`src/rtl/mux8_rr_arbiter_pkg.sv`:
```
// Shared definitions for the 8-way round-robin mux arbiter.
package mux8_rr_arbiter_pkg;

    localparam int unsigned N_REQ = 8;
    localparam int unsigned IDX_W = 3;

    typedef enum logic {
        ST_IDLE = 1'b0,
        ST_BUSY = 1'b1
    } arb_state_e;

    // Registered view of who owns the shared mux.
    typedef struct packed {
        logic [N_REQ-1:0] sel;
        logic             valid;
        logic [IDX_W-1:0] owner;
    } grant_t;

    // One-hot vector with bit idx set.
    function automatic logic [N_REQ-1:0] onehot(input logic [IDX_W-1:0] idx);
        return N_REQ'(1) << idx;
    endfunction

endpackage

```
`src/rtl/mux8_rr_arbiter_rr_pick8.sv`:
```
// Circular first-set-bit finder: scans mask from start upward, wrapping 7->0.
module rr_pick8
    import mux8_rr_arbiter_pkg::*;
(
    input  logic [N_REQ-1:0] mask,
    input  logic [IDX_W-1:0] start,
    output logic [IDX_W-1:0] idx,
    output logic             any
);

    // Scan from the far end back toward start so the nearest set bit wins last.
    always_comb begin
        logic [IDX_W-1:0] pos;
        idx = '0;
        any = |mask;
        pos = '0;
        for (int k = N_REQ - 1; k >= 0; k--) begin
            pos = start + IDX_W'(k);
            if (mask[pos]) begin
                idx = pos;
            end
        end
    end

endmodule

```
`src/rtl/mux8_rr_arbiter.sv`:
```
// Round-robin owner selection for the shared 8:1 one-hot mux, with tenure preemption.
module mux8_rr_arbiter
    import mux8_rr_arbiter_pkg::*;
#(
    parameter int unsigned MAX_HOLD = 16,
    parameter int unsigned CW       = 5
) (
    input  logic             clk,
    input  logic             rst_n,
    input  logic [N_REQ-1:0] req,
    output logic [N_REQ-1:0] sel,
    output logic             valid,
    output logic [IDX_W-1:0] owner
);

    localparam logic [CW-1:0] CNT_MAX  = '1;
    localparam logic [CW-1:0] HOLD_LIM = CW'((MAX_HOLD == 0) ? 0 : MAX_HOLD - 1);
    localparam logic          PREEMPT  = (MAX_HOLD != 0);

    // Tenure counter must be able to reach the hold limit.
    if ((64'(1) << CW) <= 64'(MAX_HOLD)) begin : g_bad_cw
        $error("mux8_rr_arbiter: CW too narrow for MAX_HOLD");
    end

    arb_state_e       state;
    logic [IDX_W-1:0] ptr;
    logic [CW-1:0]    cnt;
    grant_t           grant;

    logic [N_REQ-1:0] pre_mask;
    logic [IDX_W-1:0] norm_idx;
    logic             norm_any;
    logic [IDX_W-1:0] pre_idx;
    logic             pre_any;
    logic             owner_req;
    logic             tenure_up;

    // Candidates other than the current owner, used for forced rotation.
    assign pre_mask  = req & ~grant.sel;
    assign owner_req = req[grant.owner];
    // Saturated counter stays at or above the limit, so a late newcomer still preempts.
    assign tenure_up = PREEMPT && (cnt >= HOLD_LIM);

    rr_pick8 u_pick_norm (
        .mask  (req),
        .start (ptr),
        .idx   (norm_idx),
        .any   (norm_any)
    );

    rr_pick8 u_pick_pre (
        .mask  (pre_mask),
        .start (ptr),
        .idx   (pre_idx),
        .any   (pre_any)
    );

    // Arbitration FSM; every output comes straight from a flop.
    always_ff @(posedge clk or negedge rst_n) begin
        if (!rst_n) begin
            state       <= ST_IDLE;
            ptr         <= '0;
            cnt         <= '0;
            grant.sel   <= '0;
            grant.valid <= 1'b0;
            grant.owner <= '0;
        end else begin
            case (state)
                ST_IDLE: begin
                    if (norm_any) begin
                        grant.sel   <= onehot(norm_idx);
                        grant.valid <= 1'b1;
                        grant.owner <= norm_idx;
                        ptr         <= norm_idx + IDX_W'(1);
                        cnt         <= '0;
                        state       <= ST_BUSY;
                    end
                end
                ST_BUSY: begin
                    if (!owner_req) begin
                        if (norm_any) begin
                            // Direct hand-off, no dead cycle on the mux.
                            grant.sel   <= onehot(norm_idx);
                            grant.owner <= norm_idx;
                            ptr         <= norm_idx + IDX_W'(1);
                            cnt         <= '0;
                        end else begin
                            grant.sel   <= '0;
                            grant.valid <= 1'b0;
                            state       <= ST_IDLE;
                        end
                    end else if (tenure_up && pre_any) begin
                        // Forced rotation; the old owner keeps requesting and waits its turn.
                        grant.sel   <= onehot(pre_idx);
                        grant.owner <= pre_idx;
                        ptr         <= pre_idx + IDX_W'(1);
                        cnt         <= '0;
                    end else if (cnt != CNT_MAX) begin
                        cnt <= cnt + CW'(1);
                    end
                end
                default: begin
                    state <= ST_IDLE;
                end
            endcase
        end
    end

    assign sel   = grant.sel;
    assign valid = grant.valid;
    assign owner = grant.owner;

endmodule
```
`config.mk`:
```
export PLATFORM = sky130hd
export DESIGN_NAME = mux8_rr_arbiter
export DESIGN_NICKNAME = d
export VERILOG_FILES = /design/src/rtl/mux8_rr_arbiter_pkg.sv /design/src/rtl/mux8_rr_arbiter_rr_pick8.sv /design/src/rtl/mux8_rr_arbiter.sv
export SDC_FILE = /design/constraint.sdc
export NUM_CORES = 1
export LEC_CHECK = 0
export ABC_AREA = 1
export ABC_CLOCK_PERIOD_IN_PS = 3700
export BUFFER_PORTS_ARGS = -buffer_cell sky130_fd_sc_hd__buf_2
export CORE_MARGIN = 2
export CORE_UTILIZATION = 30
export DETAILED_ROUTE_END_ITERATION = 16
export GPL_ROUTABILITY_DRIVEN = 1
export MAX_ROUTING_LAYER = met4
export PLACE_DENSITY = 0.45
export SLEW_MARGIN = 30
export SYNTH_ARGS = -nofsm -noshare
export SYNTH_HDL_FRONTEND = slang
export SYNTH_HIERARCHICAL = 1
export SYNTH_SLANG_ARGS = --single-unit
```
`constraint.sdc`:
```
create_clock -name clk -period 3.7 [get_ports clk]
set_input_delay 0.37 -clock clk [delete_from_list [all_inputs] [get_ports clk]]
set_output_delay 0.37 -clock clk [all_outputs]
set_load 0.01 [all_outputs]
```
Word level (Yosys, flattened, before mapping)
Index checks and enable logic that the tools add are counted.
{ "word_totals": {"reg_bits": 21, "in_bits": 10, "out_inout_bits": 12, "wordCells": 116} }
{ "classes": {"add_sub_neg": 10, "n_lt_le_gt_ge": 10, "eq_ne": 7, "shifts": 2, "mux": 72, "bitwise": 3, "n_reduce_logical": 6} }
{ "ops": {"columns": ["op", "count"], "rows": [
  ["$mux W3", 22],
  ["$bmux W1 S3", 17],
  ["$lt A3 B4 Y1 const B", 9],
  ["$mux W8", 3],
  ["$pmux W12 S2", 1],
  ["$mux W1", 21],
  ["$mux W5", 4],
  ["$reduce_or A8 Y1", 2],
  ["$shl A1 B3 Y8 const A", 2],
  ["$add A3 B3 Y3 const B", 4],
  ["$mux W12", 1],
  ["$pmux W5 S2", 1],
  ["$add A3 B1 Y3 const B", 3],
  ["$and A8 B8 Y8", 1],
  ["$not A8 Y8", 1],
  ["$add A3 B2 Y3 const B", 2],
  ["$ne A2 B2 Y1 const B", 3],
  ["$pmux W3 S2", 1],
  ["$reduce_and A3 Y1", 2],
  ["$add A5 B1 Y5 const B", 1],
  ["$ge A5 B4 Y1 const B", 1],
  ["$ne A5 B5 Y1 const B", 1],
  ["$ne A4 B2 Y1 const B", 1],
  ["$ne A3 B1 Y1 const B", 1],
  ["5 further kinds", 5]
]} }

Depth between registers and ports, before layout
Gate-level depths: netlist (run 1).
{ "depth": {"ltp_word": 16, "ltp_mapped": 26, "ltp_nobuf": 25} }

Modules after synthesis
Netlist (run 1), hierarchy kept.
{ "by_module_without_submodules": {"columns": ["module", "instances", "cells_each", "area_per_inst_um2", "seq_area_each_um2"], "rows": [
  ["mux8_rr_arbiter", 1, 262, 1746.7, 525.5],
  ["rr_pick8", 2, 129, 688.2, 0.0]
]} }

Worst setup path before layout (run 1)
Ideal clock, no wire load.
{ "synth_timing": {"kind": "register to register", "start": "register ptr[0]", "end": "register ptr[2]", "arrival_ps": 2628, "required_time_ps": 3632, "slack_ps": 1004, "stages_incl_launch_ff": 20, "n_path_buf": 2, "period_less_slack_ps": 2696, "cell_sequence": "dfrtp_1 inv_2 ha_1 buf_4 inv_2 nand3_1 nand3_2 nand3_1 nand2_1 nand2_1 nand3_1 nand3_1 nand2_1 nand2_1 nand2_1 clkbuf_1 inv_1 ha_1 nand3b_1 nand3_1"} }
{ "synth_via": {"elab_chain_len": 15} }
{ "synth_lines": {"columns": ["element", "line", "text"], "rows": [
  ["start, declared", "mux8_rr_arbiter.sv:26", "logic [IDX_W-1:0] ptr;"],
  ["start signal, assigned", "mux8_rr_arbiter.sv:74", "ptr <= norm_idx + IDX_W'(1);"],
  ["start signal, assigned", "mux8_rr_arbiter.sv:85", "ptr <= norm_idx + IDX_W'(1);"],
  ["start signal, assigned", "mux8_rr_arbiter.sv:96", "ptr <= pre_idx + IDX_W'(1);"],
  ["$add A3 B3 Y3", "mux8_rr_arbiter_rr_pick8.sv:18", "pos = start + IDX_W'(k);"],
  ["$bmux W1 S3", "mux8_rr_arbiter_rr_pick8.sv:19", "if (mask[pos]) begin"],
  ["$mux W1 (not written as such)", "mux8_rr_arbiter_rr_pick8.sv:19", null],
  ["$mux W3 (7 in series)", "mux8_rr_arbiter_rr_pick8.sv:19", null],
  ["$mux W3 *", "mux8_rr_arbiter_rr_pick8.sv:19", null],
  ["net norm_idx[2]", "mux8_rr_arbiter.sv:31", "logic [IDX_W-1:0] norm_idx;"],
  ["$add A3 B1 Y3 *", "mux8_rr_arbiter.sv:74, mux8_rr_arbiter.sv:85", null],
  ["$mux W3 *", "mux8_rr_arbiter.sv:70, mux8_rr_arbiter.sv:81", null],
  ["$mux W3", "mux8_rr_arbiter.sv:80", "if (!owner_req) begin"],
  ["$pmux W3 S2 *", "mux8_rr_arbiter.sv:68", "case (state)"]
]} }
The timed path passes the listed nets; every way through them passes the cells marked *. The select of a mux whose other input is x is not followed.
A chain may end at the register's enable or synchronous reset.

Final worst setup path (run 1)
{ "layout_timing": {"start": "register ptr[1]", "end": "register, netlist name sel[6]"} }
{ "layout_via": {"elab_chain_len": 15} }
{ "layout_lines": {"columns": ["element", "line", "text"], "rows": [
  ["$add A3 B3 Y3", "mux8_rr_arbiter_rr_pick8.sv:18", null],
  ["$bmux W1 S3", "mux8_rr_arbiter_rr_pick8.sv:19", null],
  ["$mux W1 (not written as such)", "mux8_rr_arbiter_rr_pick8.sv:19", null],
  ["$mux W3 (7 in series)", "mux8_rr_arbiter_rr_pick8.sv:19", null],
  ["$mux W3 *", "mux8_rr_arbiter_rr_pick8.sv:19", null],
  ["net norm_idx[0]", "mux8_rr_arbiter.sv:31", null],
  ["$shl A1 B3 Y8 *", "mux8_rr_arbiter_pkg.sv:21", "return N_REQ'(1) << idx;"],
  ["$mux W8", "mux8_rr_arbiter.sv:81", "if (norm_any) begin"],
  ["$mux W8", "mux8_rr_arbiter.sv:80", null],
  ["$pmux W12 S2 *", "mux8_rr_arbiter.sv:68", null]
]} }
Marked as above.

==> results.md, run 1 <==
* Status: complete, no violations
* Setup crit start kind: register
* Fin Clk Skew at ~8.8 ps
* Skew-Pair Late Insertion Delay at 270 ps
* Most frequent cells in the layout: nand2_1 (211), nand3_1 (64), inv_1 (48)
* Post-synthesis sequential area ratio at 16.8%
* Global-route wire length before repair at 15.7 mm
* Count of different cell masters after synthesis at 31
* Final number of hold-violating endpoints at 0
* Largest net degree at the start of global routing at 24
* YS warnings at 6
* Post-Syn Nets at 549
* Commonest non-fill, non-tap cell in the layout: nand2_1
* Top_reg_cell synth: dfrtp_1
* Vias in the first global route at 3113
* RSZ-0062 raised after global routing: no
* Clock Path Buffers at 2
* Min Tclk post-route at 3200 ps
* Pins Over Slew Limit at 0
* Final Setup Violations at 0
* Synthesized instance count at 520
* CTS Buf Count at 3
* Slew Limit Headroom at 65.8%
* Share of cells above drive strength 1 at 18.1%
* Core Rows at 37
* DR iter-0 viols at 182
* Fmax at 312 MHz
* CTS tree: yes
* Core Box Area at slightly above 10000 um^2
* Hold buffers post-CTS at 0
* Post-Route WL at 9.35 mm
* Reg2Reg Setup Slack at 500 ps
* Synth Register Bits at 21
* GP Congestion at 0.927
* Post-route clock period utilization at 86.6%
* Clk slew on worst S/H paths at 90 ps
* Cell Count, Final, Fillers Out at 672
* Synth async-reset ratio at 100%
* Worst hold slack at 60.9 ps
* H-tree depth at 1
* Final core occ at 32.9%
* Clock sink count at 21
* Die area at 11200 um^2
* Initial antenna violation count at 0
* Measured slew at the worst slew-check pin at 514 ps
* EDFF count, synth at 0
* DRC violations left at 0
* ANT cells at 0
* Maximum fanout along the worst path at 13
* Total global routing overflow at 0
* Syn_area_per_cell at 6.01 um^2
* Worst min path class: input pin to async pin
* # IOs at 22
* Die Y at 106 um
* Number of vias per cell at 4.87
* Dpl cells at ~670
* Starting Density at 30.5%
* Netlist area before placement at 3120 um^2
* Die X at about 110 um
* Vias at 3273
* Drt first pass iters at 4
* Detailed Place HPWL at 7.51 mm
* Nets at between 500 and 600
* Detail Route Antenna Nets at 0
* GRT Util Overall at 17.7%
* P&R area growth vs syn at 7.73%
* CP Data Required Time at 3870 ps
* Port Buffers at 21
* Max-cap violations at 0
* Fin Setup TNS at 0 ps
* Clk root buf: clkbuf_8
* Drt wl/cell at 13.9 um
* Critical path capture point type: register
* Setup bufs post-CTS at 0
* CP Class: register to register
* Worst path arrival time at 3370 ps
## cells in the mapped netlist (6+ instances only)
library cell | instances | area (um^2)
nand3_2 | 25 | 250
nor2_1 | 28 | 105
dfrtp_1 | 21 | 526
inv_2 | 6 | 22.5
ha_1 | 19 | 238
inv_1 | 48 | 180
nand2_1 | 211 | 792
o21ai_1 | 6 | 30.0
nand3_1 | 64 | 320
a21oi_1 | 14 | 70.1
nand2_2 | 22 | 138
nand3b_1 | 9 | 67.6
buf_6 | 7 | 78.8
## kinds of logic after synthesis
logic type,synth area share [%]
simple gates,57.9
buf+inv,10.9
compound gates,5.65
flops,16.8
fa+ha+maj,7.61
xor+xnor,1.12
## critical path: stages, from the launching register on
cell     delay, ps
dfrtp_2        570
inv_4          100
ha_1           520
inv_2          130
nand3_1        130
nand3_1         80
nand2_1         70
inv_1           40
nor2_2         110
nor2_1          50
o21ai_1        120
nand2_1         70
nand2_1         60
nand2_1         50
nand2_1        160
inv_1           90
ha_1           270
nand2_1         80
nor2_1          40
nand2_1         70
nand2_1         60
nand2_1         60
nand2_1         60
nand2_1         50
nand2_1         50
## metrics by stage
step / area, um^2 / setup WS, ps
after floorplan: 3120 / 1000
after global placement: 3320 / 326
after detailed placement: 3320 / 333
after CTS: 3360 / 314
after global routing: 3360 / 113
final: 3360 / 495
## path summary, 6_finish.rpt
kind	to	cells after the start	startpoint
min reg2reg	cnt[3]	2	cnt[3]
min in group clk	cnt[3]	2	cnt[3]
max in group asynchronous	ptr[1]	1	rst_n
max	sel[6]	24	ptr[1]
max reg2reg	sel[6]	24	ptr[1]
min	sel[6]	1	rst_n
## registers in the layout, indices dropped and copies added, names as in the netlist
| name | cells |
|---|---|
| sel | 8 |
| cnt | 5 |
| owner | 3 |
| ptr | 3 |
| state | 1 |
| valid | 1 |
## cell type report
cell class	count	area, um^2
multi-input cells	427	2260
fillers	1150	6870
repair buffers	25	135
clock buffers	4	45.0
inverters	59	231
flip-flops and latches	21	527
well taps	136	170
## per-layer routing
| metal | track usage [%] | wire length, um | up-vias |
|---|---|---|---|
| li1 | - | - | 1695 |
| met4 | 3.76 | 113 | 0 |
| met5 | - | 0 | - |
| met2 | 29.6 | 4450 | 66 |
| met1 | 23.7 | 4510 | 1503 |
| met3 | 0.981 | 278 | 9 |
## repair_timing
item / CTS / global route
resized for setup: 0 / 1
setup endpoints to repair: 0 / 7
hold endpoints to repair: 0 / 0
Power of run 1 is left out: the tool's default activity adds up to more than one toggle a clock period on the data nets, which glitch-free logic cannot reach.
==> run 2: changes to the inputs <==
--- a/config.mk
+++ b/config.mk
@@ -9,11 +9,11 @@
 export ABC_CLOCK_PERIOD_IN_PS = 3700
 export BUFFER_PORTS_ARGS = -buffer_cell sky130_fd_sc_hd__buf_2
 export CORE_MARGIN = 2
-export CORE_UTILIZATION = 30
+export CORE_UTILIZATION = 50
 export DETAILED_ROUTE_END_ITERATION = 16
 export GPL_ROUTABILITY_DRIVEN = 1
 export MAX_ROUTING_LAYER = met4
-export PLACE_DENSITY = 0.45
+export PLACE_DENSITY = 0.68
 export SLEW_MARGIN = 30
 export SYNTH_ARGS = -nofsm -noshare
 export SYNTH_HDL_FRONTEND = slang
==> results.md, run 2 (synthesized netlist as in run 1, its figures left out) <==
* Status: complete, no violations
* Pins Over Slew Limit at 0
* Setup bufs post-CTS at 0
* Starting Density at 52.1%
* Final Setup Violations at 0
* Total global routing overflow at 0
* DRC violations left at 0
* Fmax at roughly 310 MHz
* Drt first pass iters at 5
* Worst flop-to-flop path endpoint: sel[5]
* Max-cap violations at 0
* ANT cells at 0
* Worst R2R Start: ptr[0]
* Die Y at a little over 80 um
* Vias in the first global route at between 3000 and 4000
* Biggest regs: sel (8), cnt (5)
* Detail Route Antenna Nets at 0
* Fin Setup TNS at 0 ps
* FILL cells at 629
* CTS Buf Count at 3
* CP Class: register to register
* Post-Route WL at 8.58 mm
* Initial antenna violation count at 0
* Core Rows at 28
* Die X at roughly 83 um
* Critical path capture point type: register
* Maximum fanout along the worst path at 9
* Reg2Reg Setup Slack at 520 ps
* Post-cts resize count at 0
* Post-route clock period utilization at 86.1%
* Number of vias per cell at between 5 and 6
* Detailed Place HPWL at 6.91 mm
* Largest net degree at the start of global routing at 22
* Global-route wire length before repair at 14.7 mm
* Clk root buf: clkbuf_8
* Nets at roughly 570
* Share of cells above drive strength 1 at 18.1%
* Most frequent cells in the layout: nand2_1 (211), nand3_1 (64), inv_1 (48)
* Max reg flops at 8
* Drt wl/cell at approximately 14 um
* DR iter-0 viols at roughly 190
* CP Data Required Time at 3870 ps
* Slew Limit Headroom at 67.4%
* P&R area growth vs syn at 5.49%
* CTS tree: yes
* Vias at between 3000 and 4000
* Setup crit start kind: register
* R2R depth at 23
* Fin Clk Skew at 3.35 ps
* RSZ-0062 raised after global routing: no
* Commonest non-fill, non-tap cell in the layout: nand2_1
* Clock Path Buffers at 2
* Skew-Pair Late Insertion Delay at 270 ps
* Final number of hold-violating endpoints at 0
* Worst min path class: input pin to async pin
* Die area at 6890 um^2
* H-tree depth at 1
* GP Congestion at 0.948
* Measured slew at the worst slew-check pin at 489 ps
* Hold buffers post-CTS at 0
* Biggest register: sel
* Port Buffers at 21
* GRT Util Overall at 26.0%
* # IOs at 22
* Clk slew on worst S/H paths at 80 ps
* Min Tclk post-route at between 3000 and 4000 ps
* Clock sink count at 21
* Worst path arrival time at ~3400 ps
* Core Box Area at 5990 um^2
==> run 2: worst max path at each step <==
stage / startpoint / to / slack (ps) / depth (start not counted)
after global placement: ptr[0] / sel[4] / 610 / 23
final: ptr[0] / sel[5] / 520 / 23
after floorplan: ptr[0] / ptr[2] / 1000 / 19
after detailed placement: ptr[0] / sel[4] / 560 / 23
after CTS: ptr[0] / sel[4] / 530 / 23
after global routing: ptr[0] / sel[1] / 130 / 23
==> run 2: worst max-delay path, stage by stage (launching register included) <==
cell,delay [ps]
dfrtp_1,550
inv_2,160
ha_1,520
inv_2,120
nand3_1,140
nand3_1,80
nand2_1,70
inv_1,40
nor2_2,90
nand2_1,60
nand3_1,60
nand2_1,50
nand2_1,50
nand2_1,60
a21oi_2,240
inv_1,130
ha_1,220
nand2_1,60
nand3b_1,100
nand2_1,80
nand2_1,60
nand2_1,50
nand2_1,50
nand2_1,50
==> run 2: per-layer routing <==
layer | global-route usage [%] | share of wire, %
met5 | - | 0
met4 | 7.75 | 2.6
met1 | 34.0 | 46
met3 | 1.79 | 3.9
met2 | 43.3 | 47
==> run 2: stage by stage <==
step	cells	util [%]	hold WS, ps	cell area, um^2	setup slack, ps
after floorplan	520	-	74.4	3120	1000
after global placement	608	54.2	364	3250	611
after detailed placement	608	54.2	371	3250	565
after CTS	612	55.0	79.8	3290	527
after global routing	612	55.0	100	3290	133
final	612	55.0	51.2	3290	516
==> run 2: layout make-up <==
class	instances	area, um^2	share of cell area (%)
Clock buffer	4	45.0	1.37
Inverter	59	231	7.03
Multi-Input combinational cell	427	2260	68.5
Sequential cell	21	526	16.0
Tap cell	75	93.8	2.85
Timing Repair Buffer	26	143	4.33
Power of run 2 is left out for the same reason.
